### config.mk
export PLATFORM = sky130hd
export DESIGN_NAME = alu_arbiter
export DESIGN_NICKNAME = d
export VERILOG_FILES = /design/src/rtl/alu_arb_pkg.sv /design/src/rtl/alu_arb_rr.sv /design/src/rtl/alu_arbiter.sv
export SDC_FILE = /design/constraint.sdc
export NUM_CORES = 1
export LEC_CHECK = 0
export CAP_MARGIN = 20
export CORE_ASPECT_RATIO = 0.5
export CORE_MARGIN = 4
export CORE_UTILIZATION = 38
export CTS_CLUSTER_DIAMETER = 60
export DETAILED_ROUTE_END_ITERATION = 8
export PLACE_DENSITY = 0.79
export SYNTH_ARGS = -nofsm -noshare
export SYNTH_HDL_FRONTEND = slang
export SYNTH_SLANG_ARGS = --single-unit
### constraint.sdc
create_clock -name clk -period 4.9 [get_ports clk]
set_clock_uncertainty 0.15 [all_clocks]
set_input_delay 0.49 -clock clk [delete_from_list [all_inputs] [get_ports clk]]
set_output_delay 0.49 -clock clk [all_outputs]
set_load 0.02 [all_outputs]
### src/rtl/alu_arb_pkg.sv
// alu_arbiter shared types: FSM states, ALU opcodes, datapath width.
// Build option ALU_ARB_FIXED_PRIO_EN selects fixed priority (req0 wins ties).
package alu_arb_pkg;

  localparam int DATA_W = 32;

  typedef enum logic [1:0] {
    S_IDLE,
    S_EXEC,
    S_CAPT,
    S_RESP
  } state_t;

  localparam logic [3:0] OP_ADD  = 4'b0010;
  localparam logic [3:0] OP_SUB  = 4'b0011;
  localparam logic [3:0] OP_AND  = 4'b0100;
  localparam logic [3:0] OP_OR   = 4'b0101;
  localparam logic [3:0] OP_XOR  = 4'b0110;
  localparam logic [3:0] OP_NOT  = 4'b0111;
  localparam logic [3:0] OP_SLL  = 4'b1000;
  localparam logic [3:0] OP_SRL  = 4'b1001;
  localparam logic [3:0] OP_NOR  = 4'b1010;
  localparam logic [3:0] OP_SUBU = 4'b1011;
  localparam logic [3:0] OP_ADDU = 4'b1100;

endpackage

### src/rtl/alu_arb_rr.sv
// 2-way grant: lone requester wins; on a tie the one not granted last wins.
// i_last = 1 makes requester 0 win every tie.
module alu_arb_rr (
  input  logic [1:0] i_valid,
  input  logic       i_last,
  output logic [1:0] o_grant
);

  assign o_grant[0] = i_valid[0] & (~i_valid[1] | i_last);
  assign o_grant[1] = i_valid[1] & (~i_valid[0] | ~i_last);

endmodule

### src/rtl/alu_arbiter.sv
// Arbitrates two requesters onto one shared registered ALU, one op in flight.
// Build option ALU_ARB_FIXED_PRIO_EN: req0 always wins ties (no round-robin).
module alu_arbiter #(
  parameter int DATA_W = 32
) (
  input  logic              clk,
  input  logic              reset,
  input  logic              req0_valid,
  output logic              req0_ready,
  input  logic [3:0]        req0_ctrl,
  input  logic [DATA_W-1:0] req0_a,
  input  logic [DATA_W-1:0] req0_b,
  input  logic [4:0]        req0_shamt,
  input  logic              req1_valid,
  output logic              req1_ready,
  input  logic [3:0]        req1_ctrl,
  input  logic [DATA_W-1:0] req1_a,
  input  logic [DATA_W-1:0] req1_b,
  input  logic [4:0]        req1_shamt,
  output logic              rsp0_valid,
  input  logic              rsp0_ready,
  output logic [DATA_W-1:0] rsp0_data,
  output logic [2:0]        rsp0_flags,
  output logic              rsp1_valid,
  input  logic              rsp1_ready,
  output logic [DATA_W-1:0] rsp1_data,
  output logic [2:0]        rsp1_flags,
  output logic [3:0]        alu_control,
  output logic [DATA_W-1:0] alu_a,
  output logic [DATA_W-1:0] alu_b,
  output logic [4:0]        alu_shamt,
  input  logic [DATA_W-1:0] alu_result,
  input  logic              alu_overflow,
  output logic              busy
);

  import alu_arb_pkg::*;

  state_t            r_state;
  logic              r_id;
  logic [3:0]        r_ctrl;
  logic [DATA_W-1:0] r_a;
  logic [DATA_W-1:0] r_b;
  logic [4:0]        r_shamt;
  logic [DATA_W-1:0] r_data;
  logic [2:0]        r_flags;
  logic [1:0]        r_rsp_valid;

  logic [1:0] w_grant;
  logic [1:0] w_acc;
  logic       w_last;
  logic       w_rsp_ready;

`ifdef ALU_ARB_FIXED_PRIO_EN
  assign w_last = 1'b1;
`else
  logic r_last;
  assign w_last = r_last;

  always_ff @(posedge clk or posedge reset) begin
    if (reset)
      r_last <= 1'b1;
    else if (|w_acc)
      r_last <= w_acc[1];
  end
`endif

  alu_arb_rr u_rr (
    .i_valid ({req1_valid, req0_valid}),
    .i_last  (w_last),
    .o_grant (w_grant)
  );

  // ready is held off while reset is high so no op is lost
  assign w_acc = (r_state == S_IDLE && !reset) ? w_grant : 2'b00;

  assign req0_ready  = w_acc[0];
  assign req1_ready  = w_acc[1];
  assign w_rsp_ready = r_id ? rsp1_ready : rsp0_ready;
  assign busy        = (r_state != S_IDLE);

  assign rsp0_valid = r_rsp_valid[0];
  assign rsp1_valid = r_rsp_valid[1];
  assign rsp0_data  = r_rsp_valid[0] ? r_data : '0;
  assign rsp1_data  = r_rsp_valid[1] ? r_data : '0;
  assign rsp0_flags = r_rsp_valid[0] ? r_flags : 3'b000;
  assign rsp1_flags = r_rsp_valid[1] ? r_flags : 3'b000;

  assign alu_control = r_ctrl;
  assign alu_a       = r_a;
  assign alu_b       = r_b;
  assign alu_shamt   = r_shamt;

  // latched op registers double as the ALU drive, live only in EXEC
  always_ff @(posedge clk or posedge reset) begin
    if (reset) begin
      r_state     <= S_IDLE;
      r_id        <= 1'b0;
      r_ctrl      <= 4'b0000;
      r_a         <= '0;
      r_b         <= '0;
      r_shamt     <= 5'd0;
      r_data      <= '0;
      r_flags     <= 3'b000;
      r_rsp_valid <= 2'b00;
    end else begin
      unique case (r_state)
        S_IDLE: begin
          if (|w_acc) begin
            r_id    <= w_acc[1];
            r_ctrl  <= w_acc[1] ? req1_ctrl  : req0_ctrl;
            r_a     <= w_acc[1] ? req1_a     : req0_a;
            r_b     <= w_acc[1] ? req1_b     : req0_b;
            r_shamt <= w_acc[1] ? req1_shamt : req0_shamt;
            r_state <= S_EXEC;
          end
        end
        S_EXEC: begin
          r_ctrl  <= 4'b0000;
          r_a     <= '0;
          r_b     <= '0;
          r_shamt <= 5'd0;
          r_state <= S_CAPT;
        end
        S_CAPT: begin
          r_data      <= alu_result;
          r_flags     <= {alu_result[DATA_W-1],
                          alu_result == '0,
                          alu_overflow};
          r_rsp_valid <= r_id ? 2'b10 : 2'b01;
          r_state     <= S_RESP;
        end
        S_RESP: begin
          if (w_rsp_ready) begin
            r_rsp_valid <= 2'b00;
            r_state     <= S_IDLE;
          end
        end
        default: r_state <= S_IDLE;
      endcase
    end
  end

endmodule

Word level (Yosys, flattened, before mapping). Cells that the tools add are included.

Bits in registers: 114. Input bits: 185. Output and inout bits: 148.

Equality and inequality tests: 5. Muxes and demuxes: 23. Bitwise logic cells: 7. Reduce and logical (&&, ||, !) cells: 12.

Operators with widths (count): 2-to-1 mux 32 bit (6); one-hot mux 32 bit (2 select lines) (2); zero test 32 bit (1); 2-to-1 mux 5 bit (2); one-hot mux 5 bit (2 select lines) (1); 2-to-1 mux 2 bit (4); 2-to-1 mux 4 bit (2); one-hot mux 2 bit (4 select lines) (1); one-hot mux 4 bit (2 select lines) (1); AND reduction 2 bit (4); 2-to-1 mux 3 bit (2); nonzero test 2 bit (3); equality test 2 bit, second input constant (2); one-hot mux 2 bit (2 select lines) (1); NOT 1 bit (3); bitwise AND 1 bit (2); equality test 2 x 1 -> 1 bit, second input constant (1); zero test 2 bit (1); inequality test 2 x 1 -> 1 bit, second input constant (1); inequality test 2 bit, second input constant (1); OR 1 bit (2); OR reduction 2 bit (1); logical AND 1 bit (1); zero test 1 bit (1); 2-to-1 mux 1 bit (1).

Logic depth before layout (Yosys ltp).
Depth after elaboration: 7. Depth in mapped cells: 8.

By module. From an unflattened synthesis, not the netlist that was laid out.

Cell total of the unflattened synthesis: 447. Area total of the unflattened synthesis: 5614.1 um^2.

Modules (own cells, without submodules): alu_arbiter (times used 1, cells an instance 444, area each 5595.4 um^2, sequential area each 2829.0 um^2); alu_arb_rr (times used 1, cells an instance 3, area each 18.8 um^2, sequential area each 0.0 um^2).

Worst setup path before layout. OpenSTA, ideal clock, no wires.

Path type: reg-to-output. Start point: reg r_state[0]. End point: out req1_ready. Arrival: 1.290 ns. Setup slack: 2.970 ns. Stages on the path, launching flop included: 7. Cell sequence: dfrtp_1 > inv_1 > ha_1 > nor2b_2 > nand3_1 > buf_2 > inv_2.

Longest elaborated chain between the ends: 3.

RTL lines: start, declared (line alu_arbiter.sv:39) `state_t r_state;`; start signal, assigned (line alu_arbiter.sv:97) `r_state <= S_IDLE;`; start signal, assigned (line alu_arbiter.sv:115) `r_state <= S_EXEC;`; start signal, assigned (line alu_arbiter.sv:123) `r_state <= S_CAPT;`; zero test 2 bit (line alu_arbiter.sv:75) `assign w_acc = (r_state == S_IDLE && !reset) ? w_grant : 2'b00;`; logical AND 1 bit (line alu_arbiter.sv:75); 2-to-1 mux 2 bit (line alu_arbiter.sv:75); end, declared (line alu_arbiter.sv:15) `output logic req1_ready,`.

Every way passes these cells.

Final worst setup path. Ends and elaborated chain as after synthesis.

==> impl_results.md <==
- Outcome: completed
- Total Power: 0.00542 W
- VDD IR-drop max: 328 uV
- Core area: 14400 um^2
- Cell Pwr Density: 567 nW/um^2
- Commonest non-fill, non-tap cell in the layout: clkdlybuf4s50_1
- Vias in the first global route: 5156
- Placed Instances: 946
- Synth Area in Compound Gates: 0.122
- DRC viols: 0
- Yosys warning count: 0
- Lkg Pwr: 4.30 nW
- HP Class: register to register
- Largest net degree at the start of global routing: 74
- Cell Area, Synth: 5590 um^2
- Layout area overhead: 71.2%
- Worst reg2reg endpoint: alu_b[3]$_DFFE_PP0P_
- Setup_tns: 0 ns
- Nets@finish: 957
- Slew @ Worst Pin: 0.955 ns
- Die Span Y: 93.8 um
- RSZ-0062 raised after global routing: no
- Starting density of the core: 0.387
- Required @ worst endpoint: 4.26 ns
- Reg clk slew, reported paths: 0.05 ns
- Logic pwr share: 0.487
- Total of max-cap violations: 0
- Buffers on Ports: 332
- Die ar.: 16800 um^2
- Setup Buffers After CTS: 0
- Drt pass-1 iters: 4
- CP Cell Sequence: inv_1 > ha_1 > nor2b_2 > nand3_4 > inv_2 > clkdlybuf4s50_1
- Hold depth: 2
- Worst Hold End: r_last$_DFFE_PP1P_
- R2R setup slack: 2.02 ns
- Slew Viols, Final: 0
- Hold slack: 0.318 ns
- Post-Synth Adder-Cell Area: 0.0112
- GPL Wtd Cong: 0.798
- GR Util All Layers: 0.209
- Grt ovf: 0
- Mapped Nets: 637
- Clock root buffer: clkbuf_16
- Period utilisation layout: 0.696
- Synth Register Bits: 113
- Clock power share: 0.233
- Final hold vios: 0
- Crit path DAT: 2.77 ns
- Final critical-path required period: 3.41 ns
- Critical path peak fanout: 32
- Simple-gate share of the synthesized area: 0.102
- Initial DRC count: 165
- # rows: 31
- Worst r2r src: r_state[0]$_DFFE_PP0P_
- Worst-case clock buffer depth: 2
- Top Ports: 333
- Vias per cell: 4.88
- Seq/Total Area, Yosys: 0.506
- CTS buffer count: 17
- DR WL/cell: 18.7 um
- H-tree Lvls: 4
- Post-synthesis xor/xnor area fraction: 0
- Post-CTS Resized: 0
- Part of the power in registers: 0.280
- Die Span X: 180 um
- Most frequent cells in the layout: clkdlybuf4s50_1, dfrtp_1, mux2i_1, o2bb2ai_1, and2_1
- Slowest CP cell: clkdlybuf4s50_1
- # hold bufs at CTS: 0
- Fin util: 0.663
- Fmax: 293 MHz
- DP Wirelength: 13.4 mm
- Syn avg cell area: 12.5 um^2
- Switching Share: 0.364
- Initial antenna violation count: 0
- Sink Count: 113
- CTS tree: done
- Vias: 4769
- Sw power: 0.00197 W
- Slowest stage delay, CP: 0.63 ns
- Post-synth cell types: 31
- Slew HR: 0.364
- Fin cells: 978
- Routed Antenna Nets: 0
- Int Pwr: 0.00345 W
- Layout cells sized above 1: 0.0910
- Worst Setup End Kind: output pin
- Combinational family with the most area after synthesis: multiplexers
- Syn Inst Count: 447
- Worst r2r path cells: 7
- First-pass GRT wire length: 28.2 mm
- Final setup fails: 0
- Hold_sp: r_last$_DFFE_PP1P_
- WS Path Type: register to output pin
- Routed Wire Length: 18.3 mm
- Mux cell area share after synthesis: 0.207
- Startpoint Class: register
- Worst-Skew Late Latency: 0.39 ns
- Antenna diode count: 0
==> logic make-up after synthesis <==
family,count (synthesis)
compound gates,80
fa+ha+maj,5
buf+inv,44
flops,113
mux,111
simple gates,94
==> worst max-delay path by stage <==
stage	from	end	slack (ns)
floorplan	reset	alu_a[0]$_DFFE_PP0P_	1.27
global placement	reset	req1_ready	1.74
detailed placement	reset	req1_ready	1.70
CTS	r_state[0]$_DFFE_PP0P_	req1_ready	1.44
global route	r_state[0]$_DFFE_PP0P_	req1_ready	1.31
finish	r_state[0]$_DFFE_PP0P_	req1_ready	1.49
==> Yosys cell counts <==
cell	number	area (um^2)
a21oi_1	2	10.0
and2_1	66	413
buf_2	13	65.1
buf_4	7	52.6
buf_6	1	11.3
buf_8	7	105
clkbuf_1	7	26.3
dfrtp_1	112	2800
dfstp_2	1	26.3
ha_1	5	62.6
inv_1	7	26.3
inv_2	2	7.51
mux2_1	8	90.1
mux2_2	27	304
mux2i_1	76	761
nand2_1	5	18.8
nand2b_1	1	6.26
nand3_1	3	15.0
nand4_1	1	6.26
nor2_1	6	22.5
nor2b_1	1	6.26
nor2b_2	1	8.76
nor3_1	1	5.00
nor4_1	5	31.3
nor4b_1	1	8.76
o21a_2	1	8.76
o21ai_1	1	5.00
o22ai_1	3	18.8
o2bb2ai_1	73	639
or4_1	2	15.0
or4_4	1	11.3
==> power groups by stage <==
stage / combinational, W / sequential (W) / clock, W
floorplan: 0.00139 / 0.00160 / 0
detailed placement: 0.00267 / 0.00153 / 0
CTS: 0.00267 / 0.00153 / 0.00129
global placement: 0.00263 / 0.00152 / 0
global route: 0.00280 / 0.00158 / 0.00134
finish: 0.00264 / 0.00152 / 0.00126
==> registers in the layout (all words and copies together), names as in the netlist <==
name         count
alu_a           32
alu_b           32
r_data          32
alu_shamt        5
alu_control      4
r_flags          2
r_rsp_valid      2
r_state          2
r_id             1
r_last           1
==> worst max-delay path, delay by kind of cell (launching register included) <==
family	cells	cell delay (ns)
buffers and inverters	3	0.93
AND/OR/NAND/NOR	2	0.74
flip-flops	1	0.40
adder cells (fa/ha/maj)	1	0.30
==> layout make-up <==
cell class | instances | area, um^2
multi-input cells | 290 | 2490
flip-flops and latches | 113 | 2830
clock buffers | 22 | 474
repair buffers | 336 | 3350
clock inverters | 10 | 133
well taps | 198 | 248
inverters | 9 | 36.3
fillers | 1134 | 4860
==> routing by layer <==
| metal | up-vias | routed length (um) | GRT usage | share of wire |
|---|---|---|---|---|
| met3 | 29 | 669 | 0.0464 | 0.037 |
| met2 | 138 | 9600 | 0.372 | 0.53 |
| li1 | 2265 | - | - | - |
| met4 | 0 | 380 | 0.0754 | 0.021 |
| met5 | - | 0 | 0 | 0 |
| met1 | 2337 | 7620 | 0.254 | 0.42 |
==> stage by stage <==
step                instance area, um^2  worst slack [ns]
global placement                   8960              1.74
finish                             9570              1.49
global route                       9570              1.31
detailed placement                 8960              1.70
floorplan                          5590              1.27
CTS                                9570              1.44
No activity file was read; power rests on OpenSTA's default activity.
==> RTL edit 1 (config.mk and constraints unchanged) <==
Encoding of `state_t`: now Gray code (2 bits for 4 states).
--- a/src/rtl/alu_arb_pkg.sv
+++ b/src/rtl/alu_arb_pkg.sv
@@ -5,10 +5,10 @@
   localparam int DATA_W = 32;
 
   typedef enum logic [1:0] {
-    S_IDLE,
-    S_EXEC,
-    S_CAPT,
-    S_RESP
+    S_IDLE = 2'b00,
+    S_EXEC = 2'b01,
+    S_CAPT = 2'b11,
+    S_RESP = 2'b10
   } state_t;
 
   localparam logic [3:0] OP_ADD  = 4'b0010;
Formal check against the unedited RTL: no difference found for any inputs over 4 cycles, from zero or initial values and one cycle with reset high; so few cycles prove little.
==> RTL edit 1 against the original RTL <==
Design area is 7.2% higher; power is 19% higher; setup slack better by 0.25 ns; combinational power is 23% higher; largest power group unchanged; sequential cell count stayed put; die area is 9.7% higher; wire length is 13% higher; critical endpoint unchanged; synthesized area is 10% higher; critical path depth is 1 lower; synthesized cell count is 24% higher.
==> RTL edit 1: results (changes against the original RTL) <==
stage	metric	value	unit	change
detailed_routing	met3_wirelength	1070	microns	was 669 microns
global_route	grt_pass1_vias	5702		was 5156
critical_path	arrival	2.52	ns	was 2.77 ns
detailed_routing	wl_met1	7960	microns	was 7620 microns
pwr	clock_power	0.00142	W	was 0.00126 W
final_layout	n_fill_cell	1235		was 1134
synthesis	syn_nets	739		was 637
place	gp_congestion	0.816		was 0.798
pwr	p_leak	4.20	nW	was 4.30 nW
place	post_dp_cell_area	0.00956	sq mm	was 0.00896 sq mm
detailed_routing	drt_pre_antenna_iters	5		was 4
synthesis	synth_area_leaders	dfrtp_1, mux2i_1, and2_1		was dfrtp_1, mux2i_1, o2bb2ai_1
synthesis	seq_area_frac_synth	0.458		was 0.506
pwr	pg_seq	0.00178	W	was 0.00152 W
global_route	gr-usage-met1	0.245		was 0.254
synthesis	ys_types	38		was 31
detailed_routing	vias	5545		was 4769
global_route	use_met3	0.0461		was 0.0464
detailed_routing	wl_met2	11100	microns	was 9600 microns
global_route	grtUsageMet2	0.405		was 0.372
detailed_routing	wl	20700	microns	was 18300 microns
cts	insertion_delay	0.40	ns	
critical_path	critical_path.max_stage_delay	0.61	ns	was 0.63 ns
synthesis	synth-compound-area-share	0.127		was 0.122
final_layout	drive_above_1_share	0.111		was 0.0910
detailed_routing	first_iter_violations	206		was 165
place	dp_hpwl	15400	microns	was 13400 microns
synthesis	muxShareOfSynthArea	0.213		was 0.207
timing	tightestPinTransition	0.953	ns	was 0.955 ns
pwr	p_sw	0.00246	W	was 0.00197 W
final_layout	final_nets	1052		was 957
synthesis	synth_fa_ha_area_frac	0		was 0.0112
synthesis	async_flop_share	1.00		unchanged
critical_path	crit_path_max_fanout	18		was 32
pwr	vdd_drop_max	0.000372	V	was 0.000328 V
outcome	status	completed		unchanged
synthesis	ys_top_cells_by_count	dfrtp_1, mux2i_1, and2_1		was dfrtp_1, mux2i_1, o2bb2ai_1
cts	post_cts_buffers	0		unchanged
global_route	grt_pass1_wl	31600	microns	was 28200 microns
global_route	grtUsageTotal	0.216		was 0.209
global_route	grt_max_degree	79		was 74
==> RTL edit 1: cell count changes after synthesis, moves of 7 or more <==
cell / before / now
o2bb2ai_1: 73 / 0
buf_8: 7 / 0
mux2_2: 27 / 7
o21ai_2: 0 / 18
o21ai_0: 0 / 7
nand2_1: 5 / 52
a21oi_1: 2 / 26
buf_6: 1 / 12
buf_2: 13 / 21
mux2i_1: 76 / 94
a311oi_2: 0 / 23
mux2_1: 8 / 26
nand3_1: 3 / 25
==> RTL edit 1: through the flow <==
| step | power, W | utilization | setup WS (ns) | hold slack [ns] | instances |
|---|---|---|---|---|---|
| floorplan | 0.00356 | - | 1.27 | 0.305 | 554 |
| global placement | 0.00497 | 0.611 | 1.65 | 0.334 | 1068 |
| detailed placement | 0.00505 | 0.611 | 1.60 | 0.349 | 1068 |
| CTS | 0.00649 | 0.654 | 1.76 | 0.358 | 1099 |
| global route | 0.00678 | 0.655 | 1.60 | 0.378 | 1100 |
| finish | 0.00644 | 0.655 | 1.74 | 0.355 | 1100 |
==> RTL edit 1: path summary, 6_finish.rpt <==
path	start	end	slack [ns]	depth (start not counted)
max	reset	req1_ready	1.74	5
min	r_data[11]	r_data[11]	0.35	1
max reg2reg	r_state[0]	alu_a[6]	2.13	4
min reg2reg	r_data[11]	r_data[11]	0.35	1
max in group asynchronous	reset	alu_a[19]	3.49	3
min in group asynchronous	reset	alu_a[2]	0.37	2
==> RTL edit 1: area by class of cell <==
type	count	area, sq um	area share
clock inverter	10	206	0.0201
multi-input combinational	388	3030	0.295
timing repair buffer	344	3450	0.336
sequential	113	2830	0.276
inverter	3	13.8	0.00134
clock buffer	21	460	0.0449
tap	221	277	0.0270
==> RTL edit 2 (same settings) <==
Made on the original files. `DATA_W` is set to 32 in 2 places; all go to 48.
--- a/src/rtl/alu_arb_pkg.sv
+++ b/src/rtl/alu_arb_pkg.sv
@@ -2,7 +2,7 @@
 // Build option ALU_ARB_FIXED_PRIO_EN selects fixed priority (req0 wins ties).
 package alu_arb_pkg;
 
-  localparam int DATA_W = 32;
+  localparam int DATA_W = 48;
 
   typedef enum logic [1:0] {
     S_IDLE,
--- a/src/rtl/alu_arbiter.sv
+++ b/src/rtl/alu_arbiter.sv
@@ -1,7 +1,7 @@
 // Arbitrates two requesters onto one shared registered ALU, one op in flight.
 // Build option ALU_ARB_FIXED_PRIO_EN: req0 always wins ties (no round-robin).
 module alu_arbiter #(
-  parameter int DATA_W = 32
+  parameter int DATA_W = 48
 ) (
   input  logic              clk,
   input  logic              reset,
Ports: changed (9 resized); port bits go from 333 to 477. The function was not compared with the original's and may differ.
==> RTL edit 2 against the original RTL <==
Combinational power up 47%; sequential cell count up 48; synthesized cell count up 41%; power up 37%; wire length up 60%; cell count up 39%; synthesized area up 40%; design area up 41%; setup slack worse by 0.075 ns; critical path type unchanged; largest power group unchanged.
==> RTL edit 2: results (changes against the original RTL) <==
stage	metric	value	unit	change
critical_path	crit_path_max_fanout	36		was 32
global_route	grt_pass1_wl	42600	microns	was 28200 microns
place	dp_hpwl	22200	microns	was 13400 microns
synthesis	syn_nets	900		was 637
detailed_routing	met3_wirelength	1820	microns	was 669 microns
detailed_routing	wl_per_cell	21.4	microns	was 18.7 microns
pwr	vdd_drop_max	0.000287	V	was 0.000328 V
global_route	grt_pass1_vias	7277		was 5156
pwr	pg_seq	0.00211	W	was 0.00152 W
detailed_routing	highest_layer	met5		was met4
pwr	p_leak	6.05	nW	was 4.30 nW
timing	tightestPinTransition	0.808	ns	was 0.955 ns
global_route	antenna_found_initial	1		was 0
critical_path	reg2reg_slack	1.97	ns	was 2.02 ns
synthesis	seq_area_frac_synth	0.515		was 0.506
final_layout	drive_above_1_share	0.0603		was 0.0910
global_route	use_met3	0.0656		was 0.0464
detailed_routing	wl_met2	15100	microns	was 9600 microns
detailed_routing	first_iter_violations	290		was 165
detailed_routing	wl_met1	11500	microns	was 7620 microns
synthesis	synth_area_leaders	dfrtp_1, mux2i_1, o2bb2ai_1		unchanged
global_route	grtUsageTotal	0.240		was 0.209
synthesis	ys_types	30		was 31
critical_path	arrival	2.84	ns	was 2.77 ns
final_layout	final_nets	1352		was 957
place	io_buffers	476		was 332
synthesis	synth_fa_ha_area_frac	0.00799		was 0.0112
pwr	p_sw_frac	0.380		was 0.364
cts	insertion_delay	0.41	ns	was 0.39 ns
outcome	status	completed		unchanged
place	gp_congestion	0.859		was 0.798
detailed_routing	via_per_inst	5.08		was 4.88
synthesis	synth-compound-area-share	0.124		was 0.122
critical_path	reg2reg_to	alu_a[3]		was alu_b[3]
global_route	grt_max_degree	106		was 74
synthesis	muxShareOfSynthArea	0.211		was 0.207
synthesis	ys_top_cells_by_count	dfrtp_1, mux2i_1, o2bb2ai_1		unchanged
pwr	clock_power	0.00142	W	was 0.00126 W
## RTL edit 2: changes by cell type after synthesis, moves of 7 or more
cell	before	now
buf_8	7	0
mux2_1	8	36
clkbuf_1	7	22
and2_1	66	98
mux2_2	27	15
dfrtp_1	112	160
o2bb2ai_1	73	105
mux2i_1	76	108
## RTL edit 2: through the flow
stage	cells	setup WS [ns]	area [sq um]	hold slack, ns	power (W)
finish	1361	1.42	13500	0.320	0.00741
detailed placement	1326	1.66	12700	0.316	0.00596
global placement	1326	1.64	12700	0.306	0.00588
CTS	1358	1.36	13400	0.325	0.00742
global route	1361	1.26	13500	0.350	0.00779
floorplan	630	2.22	7830	0.294	0.00417
## RTL edit 2: cell type report
cell class | count | area, sq um
clock buffer | 18 | 439
clock inverter | 14 | 186
fill | 1505 | 6370
inverter | 9 | 37.5
multi-input combinational | 407 | 3510
sequential | 161 | 4030
tap | 266 | 333
timing repair buffer | 486 | 4910
